--- src/rtl/row_frame_collector_pkg.sv ---
// Shared types and helpers for the row_frame_collector slice.
package row_frame_collector_pkg;

    typedef enum logic [0:0] {
        EMPTY = 1'b0,
        FULL  = 1'b1
    } buf_state_t;

    // Row index width, kept at least one bit so a single-row frame still has an index.
    function automatic int row_idx_w(input int d1);
        if (d1 <= 1) begin
            return 1;
        end else begin
            return $clog2(d1);
        end
    endfunction

endpackage

--- src/rtl/row_frame_buf.sv ---
// One ping-pong half: a D1_WIDTH x D2_WIDTH frame register plus its EMPTY/FULL state.
module row_frame_buf
    import row_frame_collector_pkg::*;
#(
    parameter int D1_WIDTH = 8,
    parameter int D2_WIDTH = 3,
    parameter int IDX_W    = 3
) (
    input  logic                               clk,
    input  logic                               rst,
    input  logic                               wr_en,
    input  logic [IDX_W-1:0]                   wr_idx,
    input  logic [D2_WIDTH-1:0]                wr_data,
    input  logic [D1_WIDTH-1:0]                zero_mask,
    input  logic                               set_full,
    input  logic                               clr,
    output buf_state_t                         state,
    output logic [D1_WIDTH-1:0][D2_WIDTH-1:0]  frame
);

    logic [D1_WIDTH-1:0][D2_WIDTH-1:0] frame_d;
    logic [D1_WIDTH-1:0][D2_WIDTH-1:0] frame_q;
    buf_state_t                        state_d;
    buf_state_t                        state_q;

    // Next frame contents and occupancy; the zero mask never covers the row written this cycle.
    always_comb begin
        frame_d = frame_q;
        for (int k = 0; k < D1_WIDTH; k++) begin
            if (zero_mask[k]) begin
                frame_d[k] = {D2_WIDTH{1'b0}};
            end else if (wr_en && (wr_idx == IDX_W'(k))) begin
                frame_d[k] = wr_data;
            end else begin
                frame_d[k] = frame_q[k];
            end
        end

        state_d = state_q;
        case (state_q)
            EMPTY: begin
                if (set_full) begin
                    state_d = FULL;
                end else begin
                    state_d = EMPTY;
                end
            end
            FULL: begin
                if (clr) begin
                    state_d = EMPTY;
                end else begin
                    state_d = FULL;
                end
            end
            default: state_d = EMPTY;
        endcase
    end

    // Frame and state registers.
    always_ff @(posedge clk or posedge rst) begin
        if (rst) begin
            frame_q <= {(D1_WIDTH*D2_WIDTH){1'b0}};
            state_q <= EMPTY;
        end else begin
            frame_q <= frame_d;
            state_q <= state_d;
        end
    end

    assign state = state_q;
    assign frame = frame_q;

endmodule

--- src/rtl/row_frame_collector.sv ---
// Packs D1_WIDTH rows into a ping-pong double-buffered frame with valid/ready on both sides.
// Optional early-close flush port enabled by defining ROW_FRAME_COLLECTOR_FLUSH_EN.
module row_frame_collector
    import row_frame_collector_pkg::*;
#(
    parameter int D1_WIDTH = 8,
    parameter int D2_WIDTH = 3
) (
    input  logic                               clk,
    input  logic                               rst,
`ifdef ROW_FRAME_COLLECTOR_FLUSH_EN
    input  logic                               flush,
`endif
    input  logic [D2_WIDTH-1:0]                in_data,
    input  logic                               in_valid,
    output logic                               in_ready,
    output logic [D1_WIDTH-1:0][D2_WIDTH-1:0]  out_frame,
    output logic                               out_valid,
    input  logic                               out_ready
);

    localparam int               IDX_W    = row_idx_w(D1_WIDTH);
    localparam int               CNT_W    = IDX_W + 1;
    localparam logic [IDX_W-1:0] LAST_IDX = IDX_W'(D1_WIDTH - 1);

    logic [IDX_W-1:0] idx_d, idx_q;
    logic             wr_sel_d, wr_sel_q;
    logic             rd_sel_d, rd_sel_q;

    logic                              accept_s;
    logic                              pop_s;
    logic                              complete_s;
    logic                              flush_fire_s;
    logic [D1_WIDTH-1:0]               zero_mask_s;
    logic [1:0]                        wr_en_s;
    logic [1:0]                        set_full_s;
    logic [1:0]                        clr_s;
    logic [D1_WIDTH-1:0]               buf_mask_s  [2];
    buf_state_t                        buf_state_s [2];
    logic [D1_WIDTH-1:0][D2_WIDTH-1:0] buf_frame_s [2];

    // Handshake outputs are pure muxes of registered buffer state.
    assign in_ready  = (buf_state_s[wr_sel_q] == EMPTY);
    assign out_valid = (buf_state_s[rd_sel_q] == FULL);
    assign out_frame = buf_frame_s[rd_sel_q];
    assign accept_s  = in_valid && in_ready;
    assign pop_s     = out_valid && out_ready;

`ifdef ROW_FRAME_COLLECTOR_FLUSH_EN
    logic [CNT_W-1:0] fill_start_s;

    // A row accepted alongside flush lands first, so zero-filling starts just past it.
    always_comb begin
        fill_start_s = accept_s ? ({1'b0, idx_q} + CNT_W'(1)) : {1'b0, idx_q};
        if (flush && in_ready && (accept_s || (idx_q != {IDX_W{1'b0}}))) begin
            flush_fire_s = 1'b1;
        end else begin
            flush_fire_s = 1'b0;
        end
        for (int k = 0; k < D1_WIDTH; k++) begin
            zero_mask_s[k] = flush_fire_s && (CNT_W'(k) >= fill_start_s);
        end
    end
`else
    assign flush_fire_s = 1'b0;
    assign zero_mask_s  = {D1_WIDTH{1'b0}};
`endif

    // Frame completion, index/pointer advance and per-buffer control steering.
    always_comb begin
        complete_s = (accept_s && (idx_q == LAST_IDX)) || flush_fire_s;

        if (complete_s) begin
            idx_d = {IDX_W{1'b0}};
        end else if (accept_s) begin
            idx_d = idx_q + IDX_W'(1);
        end else begin
            idx_d = idx_q;
        end

        wr_sel_d = complete_s ? ~wr_sel_q : wr_sel_q;
        rd_sel_d = pop_s ? ~rd_sel_q : rd_sel_q;

        for (int b = 0; b < 2; b++) begin
            wr_en_s[b]    = accept_s && (wr_sel_q == b[0]);
            set_full_s[b] = complete_s && (wr_sel_q == b[0]);
            clr_s[b]      = pop_s && (rd_sel_q == b[0]);
            buf_mask_s[b] = (wr_sel_q == b[0]) ? zero_mask_s : {D1_WIDTH{1'b0}};
        end
    end

    // Row index and ping-pong pointers.
    always_ff @(posedge clk or posedge rst) begin
        if (rst) begin
            idx_q    <= {IDX_W{1'b0}};
            wr_sel_q <= 1'b0;
            rd_sel_q <= 1'b0;
        end else begin
            idx_q    <= idx_d;
            wr_sel_q <= wr_sel_d;
            rd_sel_q <= rd_sel_d;
        end
    end

    for (genvar b = 0; b < 2; b++) begin : g_buf
        row_frame_buf #(
            .D1_WIDTH (D1_WIDTH),
            .D2_WIDTH (D2_WIDTH),
            .IDX_W    (IDX_W)
        ) u_buf (
            .clk       (clk),
            .rst       (rst),
            .wr_en     (wr_en_s[b]),
            .wr_idx    (idx_q),
            .wr_data   (in_data),
            .zero_mask (buf_mask_s[b]),
            .set_full  (set_full_s[b]),
            .clr       (clr_s[b]),
            .state     (buf_state_s[b]),
            .frame     (buf_frame_s[b])
        );
    end

endmodule

--- config.mk ---
export PLATFORM = sky130hd
export DESIGN_NAME = row_frame_collector
export DESIGN_NICKNAME = d
export VERILOG_FILES = /design/src/rtl/row_frame_collector_pkg.sv /design/src/rtl/row_frame_buf.sv /design/src/rtl/row_frame_collector.sv
export SDC_FILE = /design/constraint.sdc
export NUM_CORES = 1
export LEC_CHECK = 0
export ABC_AREA = 1
export BUFFER_PORTS_ARGS = -buffer_cell sky130_fd_sc_hd__buf_2
export CAP_MARGIN = 20
export CORE_ASPECT_RATIO = 1.5
export CORE_MARGIN = 4
export CORE_UTILIZATION = 45
export CTS_CLUSTER_SIZE = 30
export DETAILED_ROUTE_END_ITERATION = 8
export GPL_TIMING_DRIVEN = 0
export HOLD_SLACK_MARGIN = 0.08
export MAX_ROUTING_LAYER = met4
export PLACE_DENSITY = 0.68
export SETUP_SLACK_MARGIN = 0.1
export SYNTH_ARGS = -nofsm -noshare
export SYNTH_HDL_FRONTEND = slang
export SYNTH_SLANG_ARGS = --single-unit
--- constraint.sdc ---
create_clock -name clk -period 2.2 [get_ports clk]
set_clock_uncertainty 0.15 [all_clocks]
set_input_delay 0.33 -clock clk [delete_from_list [all_inputs] [get_ports clk]]
set_output_delay 0.33 -clock clk [all_outputs]
set_load 0.05 [all_outputs]
==> impl_metrics.env, run 1 <==
export IMPL_status="finished, final reports clean"
export IMPL_die_area_um2=7260
export IMPL_seqCellArea_um2=1380
export IMPL_setup_violations_final=0
export IMPL_maxSlewHeadroom_pct=62.1
export IMPL_totalWireLength_mm=6.11
export IMPL_start_util_pct=46.2
export IMPL_worstSetupStartpointType="register"
export IMPL_arrival_ns=1.53
export IMPL_holdPathStages=3
export IMPL_path_max_fanout=10
export IMPL_min_delay_worst_endpoint="g_buf[0].u_buf.frame[0]$_DFFE_PP0P_"
export IMPL_required_ns=1.72
export IMPL_postRouteAntennaNets=0
export IMPL_min_from="in_data[0]"
export IMPL_hold_viol=0
export IMPL_first_global_vias=2154
export IMPL_p_per_area_nw_per_um2=1670
export IMPL_area_growth_pct=15.6
export IMPL_syn_inst=306
export IMPL_final_util_pct=53.4
export IMPL_syn_area_um2=2670
export IMPL_ios=33
export IMPL_p_leak_nw=1.67
export IMPL_hold_class="primary input to register"
export IMPL_dr_first_iter_drc_count=108
export IMPL_mostFrequentLayoutCell="nand2_1"
export IMPL_layout_nets=362
export IMPL_syn_avg_cell_area_um2=8.73
export IMPL_period_needed_ns=2.01
export IMPL_drive_above_1_share_pct=22.3
export IMPL_yosysWarnings=0
export IMPL_viasPerCell=5.10
export IMPL_cts_htree_levels=2
export IMPL_ys_ff_latch=55
export IMPL_drc_errors=0
export IMPL_fp_coreArea_um2=5790
export IMPL_grt_ovfl_total=0
export IMPL_track_usage_pct=18.8
export IMPL_rr_endpoint="g_buf[0].u_buf.frame[23]$_DFFE_PP0P_"
export IMPL_layout_cells_non_filler=421
export IMPL_io_buffer_count=31
export IMPL_cts_root_buf="clkbuf_8"
export IMPL_clock_path_buffers=2
export IMPL_path_class="register to primary output"
export IMPL_cap_violations=0
export IMPL_antenna_found_initial=0
export IMPL_synth_top_cell_by_area="dfrtp_1"
export IMPL_dp_cells=410
export IMPL_end_kind="primary output"
export IMPL_num_rows=34
export IMPL_dieWidth_um=70.9
export IMPL_rsz0062_at_grt="no"
export IMPL_timing_rr_start="idx_q[0]$_DFFE_PP0P_"
export IMPL_vias=2149
export IMPL_grt_pass1_wl_mm=10.3
export IMPL_syn_num_nets=319
export IMPL_multiInputGateArea_um2=1160
export IMPL_r2r_slack_ns=0.53
export IMPL_ir_drop_mv=0.709
export IMPL_grt_start_max_net_pins=35
export IMPL_rr_worst_depth=4
export IMPL_nFillCells=574
export IMPL_tightestPinTransition_ns=0.568
export IMPL_yosys_cell_types_count=18
export IMPL_fmax_ghz=0.497
export IMPL_chipHeight_um=102
export IMPL_synth_top_cells_by_area="dfrtp_1, nand2_1, mux2_2"
export IMPL_slew_viol_final=0
export IMPL_wl_per_cell_um=14.5
export IMPL_synth_seq_area_share_pct=51.5
export IMPL_synth_top_area_share_pct=51.5
export IMPL_clkSlewWorstSetupHoldPaths_ns=0.09
export IMPL_final_cell_mix="nand2_1, dfrtp_1, buf_2"
export IMPL_antennaDiodeCount=0
export IMPL_dp_hpwl_mm=4.46
export IMPL_period_share_pct=91.5
export IMPL_cts_sinks=55
export IMPL_globalplace_congestion=0.901
export IMPL_numCtsBuffers=5
export IMPL_cts_tree="yes"
export IMPL_dr_pass1_iters=4
export IMPL_clk_latency_ns=0.31
## synth_stat cells, drive strengths merged
cell type  count
nand4         10
or2            1
clkbuf         4
buf            7
inv           23
nand3         18
dfrtp         55
nor2           9
ha             6
nand2        120
o31ai          1
o21ai         28
mux2          24
## worst max-delay path by stage
stage / startpoint / end / slack, ns / cells past startpoint
after floorplan: rd_sel_q$_DFFE_PP0N_ / out_valid / 0.29 / 3
after global placement: rst / g_buf[0].u_buf.frame[22]$_DFFE_PP0P_ / -0.31 / 2
after detailed placement: rd_sel_q$_DFFE_PP0N_ / out_frame[15] / 0.26 / 4
after CTS: rd_sel_q$_DFFE_PP0N_ / out_frame[15] / 0.12 / 4
after global routing: rd_sel_q$_DFFE_PP0N_ / out_frame[12] / 0.12 / 3
final: rd_sel_q$_DFFE_PP0N_ / out_frame[9] / 0.19 / 3
## cell families after synthesis
group                    count (synthesis)  share of synthesized area [%]
AND/OR/NAND/NOR                        158                           24.8
flip-flops                              55                           51.5
buffers and inverters                   34                           5.20
AO/OA/AOI/OAI                           29                           5.53
multiplexers                            24                           10.1
adder cells (fa/ha/maj)                  6                           2.81
## worst max-delay path: stages (launching register included)
cell     delay, ns
dfrtp_1       0.37
buf_2         0.27
mux2_2        0.38
buf_2         0.21
## sequential cells by signal, indices dropped and copies added, names as in the netlist
signal and count:
g_buf.u_buf.state 2, rd_sel_q 1, g_buf.u_buf.frame 48, idx_q 3
wr_sel_q 1
## power by group
| group | total [mW] | switching [mW] | leakage (nW) | internal (mW) |
|---|---|---|---|---|
| clock network | 0.653 | 0.319 | 0.0513 | 0.334 |
| registers | 1.73 | 0.262 | 0.700 | 1.46 |
| logic | 2.79 | 1.95 | 0.921 | 0.843 |
## metal layers
layer | share of wire, % | track usage [%]
met5 | 0 | -
met4 | 1.1 | 4.92
met3 | 4.9 | 3.44
met2 | 52 | 32.7
met1 | 41 | 22.4
## what timing repair did
action                                  in CTS  in global routing
hold buffers                                 1                  0
hold endpoints to repair                    21                  0
setup buffers                                0                  3
pin swaps                                    0                  0
resized for setup                            3                  2
endpoints found under the setup margin       6                  5
## through the flow
| step | power [mW] | setup TNS [ns] | cell area, µm² | hold WS [ns] | setup WS (ns) |
|---|---|---|---|---|---|
| finish | 5.17 | 0 | 3090 | 0.154 | 0.187 |
| global route | 5.53 | 0 | 3090 | 0.158 | 0.117 |
| CTS | 5.17 | 0 | 3060 | 0.154 | 0.118 |
| detailed placement | 4.49 | 0 | 2940 | 0.221 | 0.255 |
| global placement | 4.43 | -16.97 | 2920 | 0.298 | -0.311 |
| floorplan | 3.88 | 0 | 2670 | 0.286 | 0.289 |
## area by class of cell
type / instances / area share, %
well taps: 72 / 2.92
clock inverters: 1 / 0.973
clock buffers: 6 / 2.35
multi-input cells: 217 / 37.5
flip-flops and latches: 55 / 44.6
plain buffers: 11 / 2.11
repair buffers: 36 / 6.81
inverters: 23 / 2.80
No activity file was read; power rests on OpenSTA's default activity.
==> run 2: changes to the inputs <==
--- a/config.mk
+++ b/config.mk
@@ -9,7 +9,6 @@
 export BUFFER_PORTS_ARGS = -buffer_cell sky130_fd_sc_hd__buf_2
 export CAP_MARGIN = 20
 export CORE_ASPECT_RATIO = 1.5
-export CORE_MARGIN = 4
 export CORE_UTILIZATION = 45
 export CTS_CLUSTER_SIZE = 30
 export DETAILED_ROUTE_END_ITERATION = 8
@@ -17,6 +16,8 @@
 export HOLD_SLACK_MARGIN = 0.08
 export MAX_ROUTING_LAYER = met4
 export PLACE_DENSITY = 0.68
+export RECOVER_POWER = 50
+export REMOVE_ABC_BUFFERS = 1
 export SETUP_SLACK_MARGIN = 0.1
 export SYNTH_ARGS = -nofsm -noshare
 export SYNTH_HDL_FRONTEND = slang
==> impl_metrics.env, run 2 (synthesis gave the netlist of run 1 again) <==
export IMPL_grtUsageMet3_pct=3.91
export IMPL_totalWireLength_mm=5.70
export IMPL_slew_viol_final=0
export IMPL_ir_drop_mv=0.777
export IMPL_area_growth_pct=12.3
export IMPL_rr_endpoint="g_buf[0].u_buf.frame[21]$_DFFE_PP0P_"
export IMPL_path_class="register to primary output"
export IMPL_path_depth=3
export IMPL_power_mw=4.95
export IMPL_ios=33
export IMPL_r2r_slack_ns=0.51
export IMPL_busiest_layer="met2"
export IMPL_rsz0062_at_grt="no"
export IMPL_start_util_pct=46.5
export IMPL_placed_area_um2=2920
export IMPL_grt_start_max_net_pins=35
export IMPL_p_per_area_nw_per_um2=1650
export IMPL_drc_errors=0
export IMPL_vias=2135
export IMPL_clk_latency_ns=0.30
export IMPL_cap_violations=0
export IMPL_use_met2_pct=35.1
export IMPL_fin_ws_ns=0.191
export IMPL_design_area_um2=3000
export IMPL_nFillCells=571
export IMPL_track_usage_pct=20.9
export IMPL_viasPerCell=5.22
export IMPL_numCtsBuffers=5
export IMPL_io_buffer_count=32
export IMPL_globalplace_congestion=0.827
export IMPL_cts_sinks=55
export IMPL_largest_register_ffs=48
export IMPL_chipHeight_um=96.4
export IMPL_period_needed_ns=2.01
export IMPL_max_stage_delay_ns=0.45
export IMPL_arrival_ns=1.53
export IMPL_period_share_pct=91.3
export IMPL_worstSetupStartpointType="register"
export IMPL_antennaDiodeCount=0
export IMPL_dr_pass1_iters=4
export IMPL_critPathBufInv=2
export IMPL_antenna_found_initial=0
export IMPL_dr_first_iter_drc_count=104
export IMPL_required_ns=1.72
export IMPL_path_max_fanout=20
export IMPL_cts_root_buf="clkbuf_8"
export IMPL_hold_viol=0
export IMPL_worstSetupEndpoint="out_frame[20]"
export IMPL_crit_start="rd_sel_q$_DFFE_PP0N_"
export IMPL_first_global_vias=2059
export IMPL_status="finished, final reports clean"
export IMPL_grt_ovfl_total=0
export IMPL_dp_cells=401
export IMPL_clkSlewWorstSetupHoldPaths_ns=0.09
export IMPL_maxSlewHeadroom_pct=42.5
export IMPL_setup_violations_final=0
export IMPL_fin_tns_setup_ns=0
export IMPL_end_kind="primary output"
export IMPL_dieWidth_um=64.9
export IMPL_final_util_pct=52.2
export IMPL_cp_cell_sequence="buf_16 -> mux2_2 -> buf_2"
export IMPL_crit_family="flip-flops"
export IMPL_timing_rr_start="wr_sel_q$_DFFE_PP0N_"
export IMPL_rr_worst_depth=4
export IMPL_drive_above_1_share_pct=20.2
export IMPL_clock_path_buffers=2
export IMPL_dp_hpwl_mm=3.95
export IMPL_final_cell_mix="nand2_1, dfrtp_1, buf_2"
export IMPL_num_rows=34
export IMPL_die_area_um2=6250
export IMPL_fmax_ghz=0.498
export IMPL_mostFrequentLayoutCell="nand2_1"
export IMPL_layout_nets=351
export IMPL_grt_pass1_wl_mm=9.52
export IMPL_postRouteAntennaNets=0
export IMPL_layout_cells_non_filler=409
export IMPL_cts_tree="yes"
export IMPL_cts_htree_levels=2
export IMPL_cp_slowest_cell="dfrtp_1"
export IMPL_met1_usage_pct=23.6
export IMPL_tightestPinTransition_ns=0.862
export IMPL_fp_coreArea_um2=5740
export IMPL_hold_class="primary input to register"
export IMPL_pre_cts_slack_ns=0.237
export IMPL_wl_per_cell_um=13.9
export IMPL_holdWs_ns=0.156
export IMPL_p_leak_nw=1.63
==> run 2: worst min path at each step <==
stage / startpoint / to / slack (ns) / depth (start not counted)
2_1_floorplan: g_buf[1].u_buf.frame[10]$_DFFE_PP0P_ / g_buf[1].u_buf.frame[10]$_DFFE_PP0P_ / 0.29 / 2
3_3_place_gp: g_buf[1].u_buf.frame[22]$_DFFE_PP0P_ / g_buf[1].u_buf.frame[22]$_DFFE_PP0P_ / 0.30 / 2
3_5_place_dp: rst / g_buf[0].u_buf.frame[2]$_DFFE_PP0P_ / 0.23 / 2
4_1_cts: out_ready / rd_sel_q$_DFFE_PP0N_ / 0.15 / 3
5_1_grt: out_ready / rd_sel_q$_DFFE_PP0N_ / 0.19 / 3
6_report: out_ready / rd_sel_q$_DFFE_PP0N_ / 0.16 / 3
==> run 2: routing by layer <==
metal / vias up / routed length [µm]
met1: 1025 / 2410
met2: 44 / 2970
met5: - / 0
met3: 10 / 205
met4: 0 / 116
li1: 1056 / -
==> run 2: power by group <==
part | total [mW] | internal (mW) | switching, mW | leakage, nW
combinational | 2.70 | 0.808 | 1.90 | 0.889
sequential | 1.73 | 1.46 | 0.263 | 0.700
clock | 0.517 | 0.213 | 0.303 | 0.0371
total | 4.95 | 2.48 | 2.46 | 1.63
==> run 2: final cells by class <==
class,instances,area (µm²),area share (%)
sequential,55,1380,45.9
multi-input combinational,217,1150,38.3
timing repair buffer,36,225,7.51
tap,72,90.1,3.00
inverter,23,86.3,2.88
clock buffer,6,72.6,2.42
==> run 2: what timing repair did <==
| action | in CTS | in global routing |
|---|---|---|
| endpoints found under the hold margin | 21 | 0 |
| setup endpoints to repair | 18 | 0 |
| hold buffers | 1 | 0 |
| resized for setup | 1 | 0 |
| setup buffers | 1 | 0 |
==> run 2: worst register-to-register path, cell delays in order (launching register included) <==
cell     delay [ns]
dfrtp_1        0.47
nor2_4         0.40
nand3_1        0.34
nand2_1        0.13
o21ai_0        0.08
==> run 3: changes to the inputs <==
--- a/config.mk
+++ b/config.mk
@@ -9,6 +9,7 @@
 export BUFFER_PORTS_ARGS = -buffer_cell sky130_fd_sc_hd__buf_2
 export CAP_MARGIN = 20
 export CORE_ASPECT_RATIO = 1.5
+export CORE_MARGIN = 2
 export CORE_UTILIZATION = 45
 export CTS_CLUSTER_SIZE = 30
 export DETAILED_ROUTE_END_ITERATION = 8
==> impl_metrics.env, run 3 (synthesis gave the netlist of run 1 again) <==
export IMPL_fmax_ghz=0.491
export IMPL_drc_errors=0
export IMPL_ios=33
export IMPL_cts_root_buf="clkbuf_8"
export IMPL_holdPathStages=3
export IMPL_fp_coreArea_um2=5790
export IMPL_status="finished, final reports clean"
export IMPL_nFillCells=573
export IMPL_min_from="out_ready"
export IMPL_grt_ovfl_total=0
export IMPL_globalplace_congestion=0.861
export IMPL_combPwrFrac_pct=52.0
export IMPL_clock_path_buffers=2
export IMPL_grt_start_max_net_pins=39
export IMPL_final_cell_mix="nand2_1, dfrtp_1, buf_2"
export IMPL_p_clk_share_pct=14.7
export IMPL_final_util_pct=52.9
export IMPL_track_usage_pct=20.3
export IMPL_clkSlewWorstSetupHoldPaths_ns=0.09
export IMPL_power_mw=5.23
export IMPL_area_growth_pct=14.5
export IMPL_drive_above_1_share_pct=20.6
export IMPL_min_delay_worst_endpoint="rd_sel_q$_DFFE_PP0N_"
export IMPL_path_max_fanout=16
export IMPL_period_share_pct=92.6
export IMPL_rsz0062_at_grt="no"
export IMPL_timing_rr_start="wr_sel_q$_DFFE_PP0N_"
export IMPL_largest_register_ffs=48
export IMPL_totalWireLength_mm=5.74
export IMPL_dieWidth_um=66.9
export IMPL_maxSlewHeadroom_pct=57.4
export IMPL_rr_endpoint="g_buf[0].u_buf.frame[22]$_DFFE_PP0P_"
export IMPL_mostFrequentLayoutCell="nand2_1"
export IMPL_chipHeight_um=98.4
export IMPL_tightestPinTransition_ns=0.638
export IMPL_slew_viol_final=0
export IMPL_layout_nets=351
export IMPL_required_ns=1.72
export IMPL_period_needed_ns=2.04
export IMPL_hold_class="primary input to register"
export IMPL_start_util_pct=46.2
export IMPL_antenna_found_initial=0
export IMPL_die_area_um2=6580
export IMPL_p_sw_mw=2.49
export IMPL_cts_tree="yes"
export IMPL_holdWs_ns=0.177
export IMPL_seq_power_share_pct=33.3
export IMPL_dp_hpwl_mm=4.01
export IMPL_viasPerCell=5.14
export IMPL_hold_viol=0
export IMPL_num_rows=34
export IMPL_r2r_slack_ns=0.49
export IMPL_rr_worst_depth=3
export IMPL_internal_power_mw=2.74
export IMPL_arrival_ns=1.56
export IMPL_cts_htree_levels=2
export IMPL_clk_latency_ns=0.30
export IMPL_p_leak_nw=1.65
export IMPL_vias=2111
export IMPL_first_global_vias=2175
export IMPL_grt_pass1_wl_mm=9.89
export IMPL_wl_per_cell_um=14.0
export IMPL_io_buffer_count=32
export IMPL_cap_violations=0
export IMPL_antennaDiodeCount=0
export IMPL_path_class="register to primary output"
export IMPL_numCtsBuffers=5
export IMPL_end_kind="primary output"
export IMPL_p_sw_share_pct=47.6
export IMPL_ir_drop_mv=0.891
export IMPL_dr_first_iter_drc_count=60
export IMPL_worstSetupStartpointType="register"
export IMPL_postRouteAntennaNets=0
export IMPL_cts_sinks=55
export IMPL_setup_violations_final=0
export IMPL_p_per_area_nw_per_um2=1710
export IMPL_dr_pass1_iters=4
-- run 3: cell count changes in the layout (fill, tap and decap cells not counted), sizes merged --
cell,change
buf,-2
bufinv,+2
clkbuf,+2
-- run 3: power by group through the flow --
stage	clock [mW]	sequential [mW]	combinational [mW]
after floorplan	0	1.71	2.13
after global placement	0	1.80	2.57
after detailed placement	0	1.78	2.69
after CTS	0.786	1.74	2.75
after global routing	0.820	1.80	2.97
final	0.770	1.74	2.72
-- run 3: what timing repair did --
action	in CTS	in global routing
hold buffers	1	0
buffers inserted	1	0
endpoints found under the hold margin	17	0
setup endpoints to repair	24	0
resized for setup	1	0
-- run 3: per-stage QoR --
stage | instances | cell area [µm²] | TNS (ns) | worst slack, ns
global route | 411 | 3060 | 0 | 0.128
finish | 411 | 3060 | 0 | 0.162
detailed placement | 401 | 2920 | 0 | 0.179
global placement | 399 | 2870 | -19.01 | -0.328
CTS | 411 | 3080 | 0 | 0.224
floorplan | 295 | 2620 | -0.165 | -0.165
-- run 3: final cells by class --
cell class	instances	area [µm²]	share of cell area, %
clock buffers	6	72.6	2.37
clock inverters	2	60.1	1.96
inverters	23	86.3	2.82
multi-input cells	217	1150	37.5
flip-flops and latches	55	1380	45.0
well taps	72	90.1	2.94
repair buffers	36	225	7.36
-- run 3: critical path: stages (launching register included) --
cell     delay (ns)
dfrtp_1        0.48
buf_16         0.19
mux2_2         0.36
buf_2          0.22
-- run 3: worst max-delay path by stage --
| stage | from | to | slack (ns) | cells after the start |
|---|---|---|---|---|
| after floorplan | rd_sel_q$_DFFE_PP0N_ | out_valid | -0.16 | 1 |
| after global placement | rst | g_buf[1].u_buf.state$_DFF_PP0_ | -0.33 | 2 |
| after detailed placement | rd_sel_q$_DFFE_PP0N_ | out_frame[19] | 0.18 | 3 |
| after CTS | rd_sel_q$_DFFE_PP0N_ | out_frame[19] | 0.22 | 3 |
| after global routing | rd_sel_q$_DFFE_PP0N_ | out_frame[19] | 0.13 | 3 |
| final | rd_sel_q$_DFFE_PP0N_ | out_frame[19] | 0.16 | 3 |
-- run 3: per-layer routing --
metal | share of wire, % | vias up | global-route usage, %
met5 | 0 | - | -
met4 | 2.0 | 0 | 8.48
met3 | 3.6 | 7 | 2.76
met2 | 52 | 47 | 33.5
met1 | 42 | 1011 | 24.5
li1 | - | 1046 | -
